**config.mk**
```make
export PLATFORM = sky130hd
export DESIGN_NAME = simon_seq_ctrl
export DESIGN_NICKNAME = d
export VERILOG_FILES = /design/src/rtl/simon_pkg.sv /design/src/rtl/simon_lfsr.sv /design/src/rtl/simon_seq_ctrl.sv
export SDC_FILE = /design/constraint.sdc
export NUM_CORES = 1
export LEC_CHECK = 0
export ABC_AREA = 1
export CAP_MARGIN = 30
export CORE_MARGIN = 1
export CORE_UTILIZATION = 31
export DETAILED_ROUTE_END_ITERATION = 7
export GPL_ROUTABILITY_DRIVEN = 0
export SLEW_MARGIN = 15
export SYNTH_ARGS = -nofsm -noshare
export SYNTH_HDL_FRONTEND = slang
export SYNTH_SLANG_ARGS = --single-unit
```
**constraint.sdc**
```tcl
create_clock -name clk -period 3.05 [get_ports clk]
set_clock_uncertainty 0.05 [all_clocks]
set_input_delay 0.4575 -clock clk [delete_from_list [all_inputs] [get_ports clk]]
set_output_delay 0.4575 -clock clk [all_outputs]
set_load 0.01 [all_outputs]
```
**src/rtl/simon_pkg.sv**
```systemverilog
// Shared types and constants for the Simon sequencer: colour codes, FSM states and
// the LFSR seed/tap definition used to pick new sequence colours.
package simon_pkg;

    typedef enum logic [1:0] {
        GREEN_IDX  = 2'd0,
        RED_IDX    = 2'd1,
        BLUE_IDX   = 2'd2,
        YELLOW_IDX = 2'd3
    } simon_col_t;

    typedef enum logic [3:0] {
        IDLE,
        ADD,
        PLAY_ON,
        PLAY_OFF,
        WAIT_IN,
        ECHO,
        GAP,
        LOSE,
        WIN
    } simon_state_t;

    localparam logic [15:0] LFSR_SEED = 16'hACE1;
    // Right-shifting Fibonacci form of taps 16,14,13,11: feedback from bits 0,2,3,5.
    localparam logic [15:0] LFSR_TAPS = 16'h002D;

    function automatic logic [15:0] lfsr_next(input logic [15:0] s);
        return {^(s & LFSR_TAPS), s[15:1]};
    endfunction

endpackage

```
**src/rtl/simon_lfsr.sv**
```systemverilog
// Free-running 16-bit Fibonacci LFSR; reloads the seed on reset and exposes its
// low two bits as the next random colour.
module simon_lfsr
    import simon_pkg::*;
(
    input  logic       clk,
    input  logic       rst_n,
    output logic [1:0] rnd
);

    logic [15:0] lfsr;

    always_ff @(posedge clk or negedge rst_n) begin
        if (!rst_n) begin
            lfsr <= LFSR_SEED;
        end else begin
            lfsr <= lfsr_next(lfsr);
        end
    end

    assign rnd = lfsr[1:0];

endmodule

```
**src/rtl/simon_seq_ctrl.sv**
```systemverilog
// Simon game sequencer: grows a random colour sequence, plays it back, checks presses.
// Build macro SIMON_TIMEOUT_EN adds a player response timeout that ends the game.
module simon_seq_ctrl
    import simon_pkg::*;
#(
    parameter int  MS_TICKS     = 50000,
    parameter int  ON_MS        = 400,
    parameter int  OFF_MS       = 200,
    parameter int  ROUND_GAP_MS = 800,
    parameter int  MAX_LEN      = 32,
    parameter int  TIMEOUT_MS   = 3000,
    localparam int LVL_W        = $clog2(MAX_LEN + 1)
) (
    input  logic             clk,
    input  logic             rst_n,
    input  logic             start,
    input  logic             btn_valid,
    input  logic [1:0]       btn_code,
    output logic [1:0]       col_sel,
    output logic             enable,
    output logic             loser,
    output logic             winner,
    output logic [LVL_W-1:0] level,
    output logic             busy
);

    localparam int IDX_W  = $clog2(MAX_LEN);
    localparam int PS_W   = (MS_TICKS > 1) ? $clog2(MS_TICKS) : 1;
    localparam int MAX_A  = (ON_MS > OFF_MS) ? ON_MS : OFF_MS;
    localparam int MAX_B  = (ROUND_GAP_MS > TIMEOUT_MS) ? ROUND_GAP_MS : TIMEOUT_MS;
    localparam int MS_MAX = (MAX_A > MAX_B) ? MAX_A : MAX_B;
    localparam int MS_W   = $clog2(MS_MAX + 1);

    simon_state_t     state;
    logic [PS_W-1:0]  presc;
    logic [MS_W-1:0]  ms_cnt;
    logic [LVL_W-1:0] idx;
    logic [LVL_W-1:0] idx_inc;
    logic [LVL_W-1:0] length;
    logic             match;
    logic [1:0]       rnd;
    logic [1:0]       mem [MAX_LEN];
    logic             tick;
    logic             on_done;
    logic             off_done;
    logic             gap_done;
    logic             start_ok;

    simon_lfsr u_lfsr (
        .clk   (clk),
        .rst_n (rst_n),
        .rnd   (rnd)
    );

    // Prescaler and ms counter restart on every state change, so each state lasts
    // exactly N ms worth of clocks from its entry.
    assign tick     = (presc == PS_W'(MS_TICKS - 1));
    assign on_done  = tick && (ms_cnt == MS_W'(ON_MS - 1));
    assign off_done = tick && (ms_cnt == MS_W'(OFF_MS - 1));
    assign gap_done = tick && (ms_cnt == MS_W'(ROUND_GAP_MS - 1));
`ifdef SIMON_TIMEOUT_EN
    logic to_done;
    assign to_done  = tick && (ms_cnt == MS_W'(TIMEOUT_MS - 1));
`endif

    assign idx_inc  = idx + LVL_W'(1);
    assign start_ok = start && (state == IDLE || state == LOSE || state == WIN);
    assign level    = length;

    // Sequence memory holds data only; it persists across rounds and games.
    always_ff @(posedge clk) begin
        if (state == ADD) begin
            mem[length[IDX_W-1:0]] <= rnd;
        end
    end

    always_ff @(posedge clk or negedge rst_n) begin
        if (!rst_n) begin
            state   <= IDLE;
            presc   <= '0;
            ms_cnt  <= '0;
            idx     <= '0;
            length  <= '0;
            match   <= 1'b0;
            col_sel <= '0;
            enable  <= 1'b0;
            loser   <= 1'b0;
            winner  <= 1'b0;
            busy    <= 1'b0;
        end else begin
            if (tick) begin
                presc  <= '0;
                ms_cnt <= ms_cnt + MS_W'(1);
            end else begin
                presc  <= presc + PS_W'(1);
            end

            if (start_ok) begin
                state  <= ADD;
                presc  <= '0;
                ms_cnt <= '0;
                length <= '0;
                loser  <= 1'b0;
                winner <= 1'b0;
                enable <= 1'b0;
                busy   <= 1'b1;
            end else begin
                case (state)
                    IDLE, LOSE: begin
                        enable <= 1'b0;
                    end

                    ADD: begin
                        state   <= PLAY_ON;
                        presc   <= '0;
                        ms_cnt  <= '0;
                        length  <= length + LVL_W'(1);
                        idx     <= '0;
                        enable  <= 1'b1;
                        // On the first round mem[0] is being written this very cycle.
                        col_sel <= (length == '0) ? rnd : mem[0];
                    end

                    PLAY_ON: begin
                        if (on_done) begin
                            state  <= PLAY_OFF;
                            presc  <= '0;
                            ms_cnt <= '0;
                            enable <= 1'b0;
                        end
                    end

                    PLAY_OFF: begin
                        if (off_done) begin
                            presc  <= '0;
                            ms_cnt <= '0;
                            if (idx_inc == length) begin
                                idx   <= '0;
                                state <= WAIT_IN;
                            end else begin
                                idx     <= idx_inc;
                                state   <= PLAY_ON;
                                enable  <= 1'b1;
                                col_sel <= mem[idx_inc[IDX_W-1:0]];
                            end
                        end
                    end

                    WAIT_IN: begin
                        if (btn_valid) begin
                            match   <= (btn_code == mem[idx[IDX_W-1:0]]);
                            enable  <= 1'b1;
                            col_sel <= btn_code;
                            state   <= ECHO;
                            presc   <= '0;
                            ms_cnt  <= '0;
                        end
`ifdef SIMON_TIMEOUT_EN
                        else if (to_done) begin
                            state  <= LOSE;
                            presc  <= '0;
                            ms_cnt <= '0;
                            loser  <= 1'b1;
                            busy   <= 1'b0;
                        end
`endif
                    end

                    ECHO: begin
                        if (on_done) begin
                            presc  <= '0;
                            ms_cnt <= '0;
                            enable <= 1'b0;
                            if (!match) begin
                                state <= LOSE;
                                loser <= 1'b1;
                                busy  <= 1'b0;
                            end else if (idx_inc == length) begin
                                if (length == LVL_W'(MAX_LEN)) begin
                                    state   <= WIN;
                                    winner  <= 1'b1;
                                    busy    <= 1'b0;
                                    enable  <= 1'b1;
                                    col_sel <= GREEN_IDX;
                                end else begin
                                    state <= GAP;
                                end
                            end else begin
                                idx   <= idx_inc;
                                state <= WAIT_IN;
                            end
                        end
                    end

                    GAP: begin
                        if (gap_done) begin
                            state  <= ADD;
                            presc  <= '0;
                            ms_cnt <= '0;
                        end
                    end

                    WIN: begin
                        if (on_done) begin
                            ms_cnt  <= '0;
                            col_sel <= (col_sel == YELLOW_IDX) ? GREEN_IDX : col_sel + 2'd1;
                        end
                    end

                    default: begin
                        state <= IDLE;
                    end
                endcase
            end
        end
    end

endmodule
```
After elaboration in Yosys (flattened, before gate mapping)
Memory sizes are Yosys's and may differ from the RTL's.
Index checks and enable logic that the tools add are counted.
- latch bits: 0
- memories kept: 1
- register bits: 67
- ROM bits: 0
- output and inout bits: 12
- memory bits (writable): 64
- memories (name ; depth ; bits a word ; read ports ; clocked after Yosys merged registers in ; write ports ; RTL line ; text):
    mem ; 32 ; 2 ; 3 ; 0 ; 1 ; simon_seq_ctrl.sv:42 ; logic [1:0] mem [MAX_LEN];
- $mul: 0
- add/subtract/negate cells: 5
- reductions and logical operators: 30
- order comparisons: 0
- shift operators: 0
- bitwise logic cells: 1
- mux-type cells: 72
- div/mod/pow operators: 0
- equality and inequality tests: 35
- operator list (operator ; count):
    two-way mux 16 bit ; 6
    case mux 16 bit (5 select lines) ; 1
    two-way mux 12 bit ; 6
    case mux 12 bit (5 select lines) ; 1
    two-way mux 6 bit ; 7
    two-way mux 4 bit ; 9
    case mux 4 bit (7 select lines) ; 1
    two-way mux 1 bit ; 27
    two-way mux 2 bit ; 10
    inequality test 2 bit (second input constant) ; 9
    inequality test 3 bit (second input constant) ; 6
    case mux 6 bit (3 select lines) ; 1
    AND reduction 6 bit ; 3
    adder 16 x 1 -> 16 bit (second input constant) ; 1
    equality test 16 bit (second input constant) ; 1
    equality test 4 x 3 -> 1 bit (second input constant) ; 4
    XOR reduction 16 bit ; 1
    adder 12 x 1 -> 12 bit (second input constant) ; 1
    adder 6 x 1 -> 6 bit (second input constant) ; 2
    equality test 12 x 10 -> 1 bit (second input constant) ; 1
    equality test 12 x 8 -> 1 bit (second input constant) ; 1
    equality test 12 x 9 -> 1 bit (second input constant) ; 1
    nonzero test 2 bit ; 6
    case mux 2 bit (5 select lines) ; 1
    26 further kinds ; 36

Logic depth before layout (Yosys ltp)
- word-level depth: 7
- mapped depth: 16

By module
From an unflattened synthesis, not the netlist that was laid out.
- cells, all modules: 996
- area total of the unflattened synthesis: 7533.5 um2
- modules (own cells, without submodules) (module ; area an instance (um2) ; instances ; cells an instance):
    simon_seq_ctrl ; 7036.7 ; 1 ; 961
    simon_lfsr ; 496.7 ; 1 ; 35

Worst setup path before layout
No wires, ideal clock.
- kind: reg2reg
- start: register idx[1]
- end: register col_sel[0]
- period minus slack after synthesis: 1.861 ns
- path slack: 1.189 ns
- cell stages (with the launch flop): 13
- arrival: 1.694 ns
- path buffers: 1
- data required time: 2.883 ns
- cell sequence: dfrtp_1 > ha_1 > inv_1 > clkbuf_1 > nor2_1 > o21ai_0 > nand3_1 > nand3_1 > nand3_1 > nand3_1 > nand3_1 > nand2_1 > nand2_1
- word-level cells in the longest chain between the ends: 5
- elaborated cells between the ends (all ways): 9
- ends and longest elaborated chain (what ; RTL line ; text):
    start: declaration ; simon_seq_ctrl.sv:37 ; logic [LVL_W-1:0] idx;
    start signal: assignment ; simon_seq_ctrl.sv:141 ; idx <= idx_inc;
    start signal: assignment ; simon_seq_ctrl.sv:189 ; idx <= idx_inc;
    adder 6 x 1 -> 6 bit * ; simon_seq_ctrl.sv:66 ; assign idx_inc = idx + LVL_W'(1);
    memory read (32 x 2 bit) ; -- ;
    two-way mux 2 bit ; simon_seq_ctrl.sv:137 ; if (idx_inc == length) begin
    two-way mux 2 bit ; simon_seq_ctrl.sv:134 ; if (off_done) begin
    case mux 2 bit (5 select lines) ; simon_seq_ctrl.sv:108 ; case (state)
    end signal: assignment ; simon_seq_ctrl.sv:121 ; col_sel <= (length == '0) ? rnd : mem[0];
    end signal: assignment ; simon_seq_ctrl.sv:144 ; col_sel <= mem[idx_inc[IDX_W-1:0]];
    end signal: assignment ; simon_seq_ctrl.sv:153 ; col_sel <= btn_code;
    end: declaration ; simon_seq_ctrl.sv:19 ; output logic [1:0] col_sel,
Mark *: on every way between the ends. The rest lies on a longest branch, timed or not. The select of a mux whose other input is x is not followed.
A chain may end at the register's enable or synchronous reset.

Worst setup path after layout
- start: register idx[0]
- end: register col_sel[0]
The elaborated chain is that of the path after synthesis.

==> impl_metrics.tcl <==
set metrics [dict create \
    status "completed" \
    layout_commonest_cell "nand2_1" \
    max_slew_margin_pct 46.37 \
    reg2reg_depth 11 \
    worstPathArrival_ns 2.88 \
    die_x_um 157.7 \
    yosysTopAreaCell "edfxtp_1" \
    antenna_cells 0 \
    place_hpwl_mm 13.73 \
    end_kind "flop" \
    drive_gt1_share_pct 9.241 \
    critPathLaunchType "flop" \
    drt-wirelength-per-cell_um 14.48 \
    fillers 2471 \
    worstSetupPathType "reg2reg" \
    grt_max_degree 62 \
    drt_iter0_markers 529 \
    routed_wirelength_mm 19.50 \
    slowest_stage "dfrtp_2" \
    synth-warning-count 0 \
    area_delta_synth_final_pct 14.15 \
    clkSlewWorstSetupHoldPaths_ns 0.06 \
    ys_types 40 \
    asyncSetResetFlopFracSynth_pct 51.15 \
    synth_top_area_share_pct 25.56 \
    cts_buffers 17 \
    syn_nets 1010 \
    regArea_mm2 0.003610 \
    rows 56 \
    multi_input_area_mm2 0.003356 \
    cts_num_sinks 131 \
    period_needed_ns 2.572 \
    initial_core_util_pct 31.84 \
    final_area_mm2 0.008582 \
    cts_setup_buffers 0 \
    p_per_area_mw_per_mm2 440.6 \
    rsz0062_at_grt "no" \
    critPathMostFrequentCell "nand3_1" \
    peakVddDrop_uv 310.9 \
    synth_flop_cell "edfxtp_1" \
    clk_path_buf_depth 2 \
    cpPeakStageDelay_ns 0.68 \
    grt.total_usage_pct 16.60 \
    vias 6430 \
    worstMarginPinSlew_ns 0.8045 \
    hold_violations 0 \
    htree_levels 4 \
    synth_area_leaders "edfxtp_1 (26%), dfrtp_1 (20%), nand2_1 (16%)" \
    portBuffers 17 \
    fin_cells 1347 \
    cts_tree "built" \
    dpl-instance-area_mm2 0.008048 \
    root_buffer "clkbuf_16" \
    vias_per_cell 4.774 \
    timing.final.crit_share_pct 84.31 \
    num_io_pins 18 \
    placed_cells 1315 \
    ys_seq_area_share_pct 47.99 \
    cts_resized 0 \
    mostFrequentLayoutCells "nand2_1 (318), nor2_1 (136), nand3_1 (116), inv_1 (100), edfxtp_1 (64)" \
    leakagePower_nw 3.953 \
    synth_seq_cells 131 \
    setup_viol 0 \
    fin_nets 1029 \
    hold_ws_ns 0.06273 \
    r2r_slack_ns 0.48 \
    crit_fanout 32 \
    antenna_found_initial 0 \
    coreArea_mm2 0.02361 \
    slew_violations 0 \
    syn_area_mm2 0.007518 \
    grt_pass1_wl_mm 31.41 \
    dieArea_mm2 0.02488 \
    clk_latency_ns 0.43 \
    syn_avg_cell_area_um2 7.549 \
    reg2reg_to "col_sel[0]" \
    reg2reg_from "idx[0]" \
    drtAntennaViolNets 0 \
    crit_chain "ha_1, nand2_1, nand2_2, clkinv_1, nand3_1, nand3_1, nand3_1, nand3_1, nand3_1, nand2_1, nand2_1" \
    grt_overflow 0 \
    maxCapViolCount 0 \
    synth_edf_count 64 \
    syn_inst 996 \
    first_pass_iters 5 \
    critPathRequiredTime_ns 3.36 \
    die_h_um 157.7 \
    timing.fmax_mhz 388.9 \
    drc_errors 0 \
    tns_ns 0 \
    hold_buffers 0 \
    grt_pass1_vias 6072 \
    min_path_type "in2async" \
]
==> logic make-up (layout without fill, tap and decap cells) <==
group / after synthesis / in the layout / synth area share, %
simple gates: 637 / 637 / 36.78
buf+inv: 141 / 173 / 7.372
flops: 131 / 131 / 47.99
compound gates: 61 / 61 / 4.410
xor+xnor: 17 / 17 / 1.980
fa+ha+maj: 8 / 8 / 1.331
mux: 1 / 1 / 0.1331
==> metrics by stage <==
step	util (%)	worst slack [ns]	total power [mW]
finish	36.34	0.4784	3.781
global route	36.34	0.2216	3.896
CTS	36.34	0.4921	3.819
detailed placement	34.08	0.5261	1.911
global placement	34.08	0.5471	1.911
floorplan	-	1.189	1.881
==> final cells by class <==
| class | instances | area share, % |
|---|---|---|
| Clock inverter | 13 | 1.181 |
| Inverter | 114 | 5.015 |
| Tap cell | 319 | 4.651 |
| Sequential cell | 131 | 42.06 |
| Clock buffer | 19 | 5.044 |
| Timing Repair Buffer | 27 | 2.945 |
| Multi-Input combinational cell | 724 | 39.10 |
==> where the power goes <==
part | internal, mW | switching [mW]
clock | 1.05 | 0.853
combinational | 0.00908 | 0.0227
sequential | 1.84 | 0.000673
==> Yosys cell counts (12+ instances only) <==
cell type and n:
nand3_1 116, nor3_1 13, inv_1 100, o21ai_0 29
a21oi_1 18, nand4_1 12, xor2_1 13, nand2_1 318
edfxtp_1 64, buf_2 12, nor2_1 136, nor2_2 12
dfrtp_1 59, clkbuf_1 13
==> worst max-delay path by stage <==
stage                start         end  slack [ns]  depth (start not counted)
floorplan           idx[1]  col_sel[0]        1.19                         12
global placement    idx[0]  col_sel[1]        0.55                         11
detailed placement  idx[0]  col_sel[1]        0.53                         11
CTS                 idx[0]  col_sel[1]        0.49                         11
global route        idx[1]  col_sel[1]        0.22                         11
finish              idx[0]  col_sel[0]        0.48                         11
==> flip-flops by register name, summed over array words and instances, names as in the netlist <==
name / flops
busy: 1
mem: 64
enable: 1
winner: 1
loser: 1
level: 6
idx: 6
col_sel: 2
match: 1
ms_cnt: 12
u_lfsr.lfsr: 16
state: 4
presc: 16
==> layer usage <==
metal / vias up / GRT usage [%] / routed length [um]
met2: 151 / 27.29 / 9178
met5: - / 0 / 0
met1: 3022 / 21.89 / 9137
met3: 25 / 3.066 / 838
li1: 3232 / - / -
met4: 0 / 5.409 / 345
==> critical path: cells and delay by family (launching register included) <==
family                   cells  cell delay, ns
adder cells (fa/ha/maj)      1            0.32
buffers and inverters        1            0.38
flip-flops                   1            0.68
AND/OR/NAND/NOR              9            1.06
Power figures use the tool's default switching activity.
